$ cat src/rtl/litho_lot_sequencer.sv
// Lot-level lithography sequencer: one reticle load, LOT wafers, FIELDS exposures per wafer,
// with per-state timeout, bounded alignment retry, abort and coded error reporting.
module litho_lot_sequencer #(
  parameter int FIELDS        = 4,
  parameter int LOT_W         = 5,
  parameter int TIMEOUT       = 1024,
  parameter int ALIGN_RETRIES = 2,
  localparam int FW           = (FIELDS > 1) ? $clog2(FIELDS) : 1
) (
  input  logic             clk,
  input  logic             reset,
  input  logic             start_op,
  input  logic [LOT_W-1:0] lot_size,
  input  logic             safety_sensor,
  input  logic             abort,
  input  logic             clear_err,
  input  logic             env_ok,
  input  logic             wl_ready,
  input  logic             rl_ready,
  input  logic             ws_done,
  input  logic             rs_done,
  input  logic             align_fail,
  output logic             cmd_wl_load,
  output logic             cmd_wl_unload,
  output logic             cmd_rl_load,
  output logic             cmd_rl_unload,
  output logic             cmd_ws_calib,
  output logic             cmd_ws_align,
  output logic             cmd_ws_step,
  output logic             cmd_ws_scan,
  output logic             cmd_rs_calib,
  output logic             cmd_rs_scan,
  output logic             cmd_source_active,
  output logic [3:0]       process_state,
  output logic [FW-1:0]    field_idx,
  output logic [LOT_W-1:0] wafer_idx,
  output logic [2:0]       err_code,
  output logic             busy,
  output logic             lot_done
);

  localparam int TW = $clog2(TIMEOUT + 1);
  localparam int RW = (ALIGN_RETRIES > 0) ? $clog2(ALIGN_RETRIES + 1) : 1;

  localparam logic [3:0] ST_IDLE   = 4'd0;
  localparam logic [3:0] ST_ENV    = 4'd1;
  localparam logic [3:0] ST_LRET   = 4'd2;
  localparam logic [3:0] ST_LWFR   = 4'd3;
  localparam logic [3:0] ST_SETUP  = 4'd4;
  localparam logic [3:0] ST_ALIGN  = 4'd5;
  localparam logic [3:0] ST_EXPOSE = 4'd6;
  localparam logic [3:0] ST_STEP   = 4'd7;
  localparam logic [3:0] ST_UWFR   = 4'd8;
  localparam logic [3:0] ST_URET   = 4'd9;
  localparam logic [3:0] ST_ERROR  = 4'd15;

  localparam logic [2:0] ERR_NONE    = 3'd0;
  localparam logic [2:0] ERR_SAFETY  = 3'd1;
  localparam logic [2:0] ERR_ABORT   = 3'd2;
  localparam logic [2:0] ERR_ENV     = 3'd3;
  localparam logic [2:0] ERR_TIMEOUT = 3'd4;
  localparam logic [2:0] ERR_ALIGN   = 3'd5;

  // Command bit order: wl_load, wl_unload, rl_load, rl_unload, ws_calib, ws_align,
  // ws_step, ws_scan, rs_calib, rs_scan, source_active.
  function automatic logic [10:0] cmd_decode(input logic [3:0] st);
    case (st)
      ST_LRET:   cmd_decode = 11'h100;
      ST_LWFR:   cmd_decode = 11'h400;
      ST_SETUP:  cmd_decode = 11'h044;
      ST_ALIGN:  cmd_decode = 11'h020;
      ST_EXPOSE: cmd_decode = 11'h00B;
      ST_STEP:   cmd_decode = 11'h010;
      ST_UWFR:   cmd_decode = 11'h200;
      ST_URET:   cmd_decode = 11'h080;
      default:   cmd_decode = 11'h000;
    endcase
  endfunction

  logic [3:0]       state_r, state_s;
  logic [TW-1:0]    timer_r, timer_s;
  logic [RW-1:0]    retry_r, retry_s;
  logic [FW-1:0]    field_r, field_s;
  logic [LOT_W-1:0] wafer_r, wafer_s;
  logic [LOT_W-1:0] lot_r, lot_s;
  logic [2:0]       err_r, err_s;
  logic [10:0]      cmd_r;
  logic             busy_r, lot_done_r;
  logic             settle_s, exit_s, timeout_s, reenter_s;

  // Exit condition of each waiting state, before the settle qualifier.
  always_comb begin
    exit_s = 1'b0;
    case (state_r)
      ST_ENV:    exit_s = env_ok;
      ST_LRET:   exit_s = rl_ready;
      ST_LWFR:   exit_s = wl_ready;
      ST_SETUP:  exit_s = ws_done && rs_done;
      ST_ALIGN:  exit_s = ws_done;
      ST_EXPOSE: exit_s = ws_done && rs_done;
      ST_STEP:   exit_s = ws_done;
      ST_UWFR:   exit_s = wl_ready;
      ST_URET:   exit_s = rl_ready;
      default:   exit_s = 1'b0;
    endcase
  end

  assign settle_s  = (timer_r == TW'(0));
  assign timeout_s = (timer_r == TW'(TIMEOUT - 1));

  // Next-state, counter and error-code logic; abort sources are checked in priority order.
  always_comb begin
    state_s   = state_r;
    retry_s   = retry_r;
    field_s   = field_r;
    wafer_s   = wafer_r;
    lot_s     = lot_r;
    err_s     = err_r;
    reenter_s = 1'b0;
    case (state_r)
      ST_IDLE: begin
        if (start_op && (lot_size != LOT_W'(0))) begin
          state_s = ST_ENV;
          lot_s   = lot_size;
          wafer_s = LOT_W'(0);
          field_s = FW'(0);
          retry_s = RW'(0);
          err_s   = ERR_NONE;
        end else begin
          state_s = ST_IDLE;
        end
      end
      ST_ERROR: begin
        if (clear_err && !safety_sensor) begin
          state_s = ST_IDLE;
        end else begin
          state_s = ST_ERROR;
        end
      end
      ST_ENV, ST_LRET, ST_LWFR, ST_SETUP, ST_ALIGN, ST_EXPOSE, ST_STEP, ST_UWFR, ST_URET: begin
        if (safety_sensor) begin
          state_s = ST_ERROR;
          err_s   = ERR_SAFETY;
        end else if (abort) begin
          state_s = ST_ERROR;
          err_s   = ERR_ABORT;
        end else if (!settle_s && (state_r == ST_EXPOSE) && !env_ok) begin
          state_s = ST_ERROR;
          err_s   = ERR_ENV;
        end else if (!settle_s && exit_s) begin
          case (state_r)
            ST_ENV:  state_s = ST_LRET;
            ST_LRET: state_s = ST_LWFR;
            ST_LWFR: begin
              state_s = ST_SETUP;
              field_s = FW'(0);
              retry_s = RW'(0);
            end
            ST_SETUP: state_s = ST_ALIGN;
            ST_ALIGN: begin
              if (!align_fail) begin
                state_s = ST_EXPOSE;
              end else if (retry_r < RW'(ALIGN_RETRIES)) begin
                reenter_s = 1'b1;
                retry_s   = retry_r + RW'(1);
              end else begin
                state_s = ST_ERROR;
                err_s   = ERR_ALIGN;
              end
            end
            ST_EXPOSE: begin
              if (field_r == FW'(FIELDS - 1)) begin
                state_s = ST_UWFR;
              end else begin
                state_s = ST_STEP;
              end
            end
            ST_STEP: begin
              state_s = ST_EXPOSE;
              field_s = field_r + FW'(1);
            end
            ST_UWFR: begin
              if (wafer_r == (lot_r - LOT_W'(1))) begin
                state_s = ST_URET;
              end else begin
                state_s = ST_LWFR;
                wafer_s = wafer_r + LOT_W'(1);
              end
            end
            ST_URET: state_s = ST_IDLE;
            default: state_s = ST_ERROR;
          endcase
        end else if (timeout_s) begin
          state_s = ST_ERROR;
          err_s   = ERR_TIMEOUT;
        end else begin
          state_s = state_r;
        end
      end
      default: state_s = ST_IDLE;
    endcase
  end

  // Dwell timer restarts on every entry, including an alignment retry.
  always_comb begin
    timer_s = TW'(0);
    if ((state_s != state_r) || reenter_s) begin
      timer_s = TW'(0);
    end else if ((state_r != ST_IDLE) && (state_r != ST_ERROR)) begin
      timer_s = timer_r + TW'(1);
    end else begin
      timer_s = TW'(0);
    end
  end

  // State, counters and registered outputs.
  always_ff @(posedge clk or posedge reset) begin
    if (reset) begin
      state_r    <= ST_IDLE;
      timer_r    <= TW'(0);
      retry_r    <= RW'(0);
      field_r    <= FW'(0);
      wafer_r    <= LOT_W'(0);
      lot_r      <= LOT_W'(0);
      err_r      <= ERR_NONE;
      cmd_r      <= 11'h000;
      busy_r     <= 1'b0;
      lot_done_r <= 1'b0;
    end else begin
      state_r    <= state_s;
      timer_r    <= timer_s;
      retry_r    <= retry_s;
      field_r    <= field_s;
      wafer_r    <= wafer_s;
      lot_r      <= lot_s;
      err_r      <= err_s;
      cmd_r      <= cmd_decode(state_s);
      busy_r     <= (state_s != ST_IDLE) && (state_s != ST_ERROR);
      lot_done_r <= (state_r == ST_URET) && (state_s == ST_IDLE);
    end
  end

  assign {cmd_wl_load, cmd_wl_unload, cmd_rl_load, cmd_rl_unload, cmd_ws_calib, cmd_ws_align,
          cmd_ws_step, cmd_ws_scan, cmd_rs_calib, cmd_rs_scan, cmd_source_active} = cmd_r;
  assign process_state = state_r;
  assign field_idx     = field_r;
  assign wafer_idx     = wafer_r;
  assign err_code      = err_r;
  assign busy          = busy_r;
  assign lot_done      = lot_done_r;

endmodule

$ cat config.mk
export PLATFORM = sky130hd
export DESIGN_NAME = litho_lot_sequencer
export DESIGN_NICKNAME = d
export VERILOG_FILES = /design/src/rtl/litho_lot_sequencer.sv
export SDC_FILE = /design/constraint.sdc
export NUM_CORES = 1
export LEC_CHECK = 0
export BUFFER_PORTS_ARGS = -buffer_cell sky130_fd_sc_hd__buf_2
export CORE_ASPECT_RATIO = 2
export CORE_MARGIN = 5
export CORE_UTILIZATION = 51
export CTS_BUF_LIST = sky130_fd_sc_hd__clkbuf_16
export CTS_CLUSTER_SIZE = 28
export DETAILED_ROUTE_END_ITERATION = 8
export GPL_ROUTABILITY_DRIVEN = 1
export PLACE_DENSITY = 0.76
export RECOVER_POWER = 25
export SLEW_MARGIN = 20
export SYNTH_ARGS = -nofsm -noshare
export SYNTH_HDL_FRONTEND = slang
export SYNTH_SLANG_ARGS = --single-unit
export TNS_END_PERCENT = 50
$ cat constraint.sdc
create_clock -name clk -period 2.3 [get_ports clk]
set_clock_uncertainty 0.2 [all_clocks]
set_input_delay 0.115 -clock clk [delete_from_list [all_inputs] [get_ports clk]]
set_output_delay 0.115 -clock clk [all_outputs]
set_load 0.05 [all_outputs]
==> results.yml <==
floorplan:
  num_rows: 38
  die_y_um: 114
  pin_count: 44
  die_x_um: 62.2
  dieArea_mm2: 0.00711
  core_area_mm2: 0.00537
  initial_utilization_pct: 51.7
power:
  ir_drop_uv: 1190
  switchingPower_mw: 3.65
  power_density_mw_per_mm2: 1610
  p_clk_share_pct: 9.6
  p_leak_nw: 2.10
  p_comb_share_pct: 74.2
  power_frac_seq_pct: 16.2
  swShare_pct: 49.1
  intPower_mw: 3.78
yosys:
  synth-simple-area-share_pct: 27.5
  synth-seq-area-share_pct: 37.9
  synth_cells: 300
  synth_xor_area_share_pct: 5.05
  syn-mean-instance-area_um2: 9.25
  syn_nets: 322
  synthMuxAreaShare_pct: 2.75
  synth_fa_ha_area_share_pct: 2.25
  synth_cell_type_count: 70
  synth_flop_cell: "dfrtp_1"
  async_reset_ff_share_pct: 100
  yosys_register_bits: 42
  yosys_warnings: 0
  synth_compound_area_share_pct: 19.0
  syn_area_mm2: 0.00278
  synth_top_family_by_area: "simple AND/OR/NAND/NOR gates"
  synth-edff-count: 0
clock_tree:
  clockBufferDepth: 2
  cts_tree: "yes"
  cts_root_buf: "clkbuf_16"
  clock_sinks: 42
  clkTransAtPathRegs_ps: 60
  numCtsBuffers: 5
  clock_latency_ps: 290
  h-tree-depth: 2
drt:
  wl_per_cell_um: 22.2
  drtAntennaViolNets: 0
  vias: 3298
  drt_iter0_drc: 441
  wl_mm: 11.5
  vias_per_cell: 6.37
  dr.pass1.iters: 5
  remaining_drc_errors: 0
global_route:
  grt_pass1_vias: 3136
  antenna_found_initial: 0
  grt_pass1_wl_mm: 14.9
  overflow: 0
  grt.total_usage_pct: 26.1
  grt_max_degree: 43
placement:
  place_ws_ps: -384
  dp_hpwl_mm: 6.14
  io_buffers: 43
  dp_cells: 482
  place.gp.congestion: 1.01
worst_hold_path:
  worstHoldEndpoint: "err_code[0]"
  hp-start: "safety_sensor"
  hold_class: "in2reg"
  whs_path_depth: 3
cells_and_area:
  antennaDiodeCount: 0
  area_growth_pct: 65.7
  layout.area.seq_mm2: 0.00106
  fill_cells: 251
  fin_cells: 518
  nNetsFinal: 479
  drive_gt1_share_pct: 55.2
  multiInputGateArea_mm2: 0.00202
setup_path:
  start_kind: "register"
  critPathArrivalTime_ps: 2810
  path_cells: "nor3b_1 -> o211a_4 -> o31ai_4 -> o31ai_1 -> o311ai_4 -> buf_6 -> nand2b_4 -> nor2b_1"
  rr_startpoint: "process_state[1]"
  critPathKind: "reg2reg"
  crit_path_max_incr_delay_ps: 560
  cp_max_fo: 8
  regToRegSetupSlack_ps: -500
  slowest_stage: "o31ai_1"
  r2r_end: "cmd_r[7]"
  reg2reg_depth: 8
  cp-end-kind: "register"
  cp.required_ps: 2310
timing:
  finalCriticalPeriod_ps: 2800
  rsz0062_at_grt: "yes"
  worst_pin_slew_ps: 1070
  drv_slew: 0
  setup_viol: 35
  hold_viol: 0
  layout_setup_ws_ps: -502
  post-route-period-util_pct: 122
  clock.fmax_ghz: 0.357
  slew_headroom_pct: 28.7
run_status:
  violations: "setup timing"
  status: "finished, violations left"
flow_run:
  cap_violations: 0
==> critical path, delay by kind of cell, from the launching register on <==
| family | cells | cell delay, ps |
|---|---|---|
| AOI/OAI and AO/OA | 4 | 1170 |
| DFF | 1 | 480 |
| and+or+nand+nor | 3 | 670 |
| buffers and inverters | 1 | 190 |
==> sequential cells by signal, indices dropped and copies added, names as in the netlist <==
signal / flops
busy: 1
timer_r: 11
cmd_r: 8
retry_r: 2
wafer_idx: 5
lot_done: 1
err_code: 3
lot_r: 5
field_idx: 2
process_state: 4
==> per-stage QoR <==
step / power (mW) / hold WS [ps] / setup TNS, ps / utilization [%] / instance area, um2
6_report: 7.43 / 58.1 / -11660 / 85.6 / 4600
5_1_grt: 7.76 / 70.4 / -15590 / 85.6 / 4600
4_1_cts: 6.20 / 26.1 / -6700 / 77.6 / 4170
3_5_place_dp: 4.98 / 77.8 / -8540 / 69.3 / 3720
3_3_place_gp: 4.90 / 60.8 / -7000 / 69.3 / 3720
2_1_floorplan: 3.43 / 31.8 / -5910 / - / 2800
==> cell families (layout without fill, tap and decap cells) <==
logic type	count (synthesis)	count (layout)
buffers and inverters	30	187
adder cells (fa/ha/maj)	5	5
AO/OA/AOI/OAI	63	64
multiplexers	7	7
AND/OR/NAND/NOR	137	137
XOR/XNOR	16	16
flip-flops	42	42
==> placed cells by master (no fill, tap or decap), types with 3 or more instances in the layout <==
| cell type | count |
|---|---|
| dfrtp_1 | 36 |
| o21ai_0 | 8 |
| o31ai_4 | 3 |
| nor2_2 | 4 |
| nor2_1 | 25 |
| nand2_4 | 4 |
| dlygate4sd3_1 | 6 |
| o31ai_1 | 3 |
| nand3_1 | 11 |
| inv_2 | 4 |
| dfrtp_2 | 6 |
| buf_6 | 8 |
| nand2b_1 | 4 |
| a21oi_1 | 7 |
| buf_12 | 3 |
| ha_1 | 3 |
| nor3_2 | 12 |
| nor2b_1 | 4 |
| nor3_4 | 6 |
| buf_4 | 99 |
| buf_2 | 41 |
| nor3b_1 | 3 |
| nor3b_2 | 3 |
| clkbuf_16 | 6 |
| xor2_1 | 3 |
| nand4_1 | 5 |
| mux2_2 | 4 |
| inv_1 | 12 |
| xnor2_1 | 10 |
| or3_1 | 3 |
| or3_4 | 3 |
| nor3_1 | 3 |
| nand2_1 | 18 |
==> layout make-up <==
| class | count | area share (%) |
|---|---|---|
| clock buffers | 5 | 2.72 |
| clock inverters | 3 | 0.408 |
| inverters | 16 | 1.31 |
| multi-input cells | 229 | 44.0 |
| flip-flops and latches | 42 | 23.0 |
| well taps | 60 | 1.63 |
| repair buffers | 163 | 26.9 |
==> synth_stat cells, types with 2 or more instances <==
library cell	count	area, um2
a21o_1	2	15.0
a21oi_1	8	40.0
dfrtp_1	42	1050
nor4_1	3	18.8
buf_4	6	45.0
nand4_1	5	31.3
or4_1	2	15.0
buf_2	3	15.0
and3_1	3	18.8
or2_2	2	12.5
a221o_1	2	20.0
o31ai_1	6	45.0
nand2b_1	7	43.8
nor2b_1	6	37.5
nor3b_1	5	37.5
clkbuf_1	3	11.3
mux2i_1	2	20.0
inv_1	15	56.3
o21ai_0	9	45.0
nor3_2	8	80.1
buf_6	2	22.5
o211ai_1	2	15.0
nor3_1	13	65.1
and2_1	2	12.5
or3_1	6	37.5
xor2_1	3	26.3
o21a_1	2	15.0
o211a_1	2	20.0
and4_1	2	17.5
a211oi_1	3	22.5
nor4b_1	3	26.3
a221oi_1	2	17.5
xnor2_1	13	114
mux2_2	4	45.0
nand3_1	12	60.1
nand2_1	21	78.8
and3b_1	2	17.5
a31oi_1	2	12.5
nor2_1	30	113
ha_1	5	62.6
==> power groups by stage <==
stage	clock network (mW)	logic (mW)	registers, mW
floorplan	0	1.78	1.65
global placement	0	3.77	1.13
detailed placement	0	3.83	1.14
CTS	0.712	4.35	1.14
global route	0.740	5.80	1.23
finish	0.711	5.51	1.21
==> worst max-delay path by stage <==
stage / start / endpoint / slack [ps] / depth (start not counted)
2_1_floorplan: process_state[0] / timer_r[2] / -330 / 8
3_3_place_gp: lot_r[0] / err_code[1] / -310 / 11
3_5_place_dp: process_state[3] / busy / -380 / 8
4_1_cts: lot_r[1] / timer_r[7] / -310 / 11
5_1_grt: process_state[3] / cmd_r[7] / -680 / 9
6_report: process_state[1] / cmd_r[7] / -500 / 8
==> per-layer routing <==
layer	vias up	track usage (%)	share of wire (%)	wire length, um
met1	1581	26.4	35	3980
met4	0	15.1	7.0	810
met5	-	0	0	0
met3	78	5.01	6.3	721
met2	213	48.5	52	5980
li1	1426	-	-	-
==> what timing repair did <==
item / 4_1_cts / 5_1_grt
buffers inserted: 4 / 17
endpoints found under the hold margin: 47 / 0
pin swaps: 20 / 27
cloned: 2 / 1
hold buffers: 6 / 0
resized for setup: 36 / 54
setup endpoints to repair: 34 / 37
Note: power is estimated with default switching activity, not from simulation.
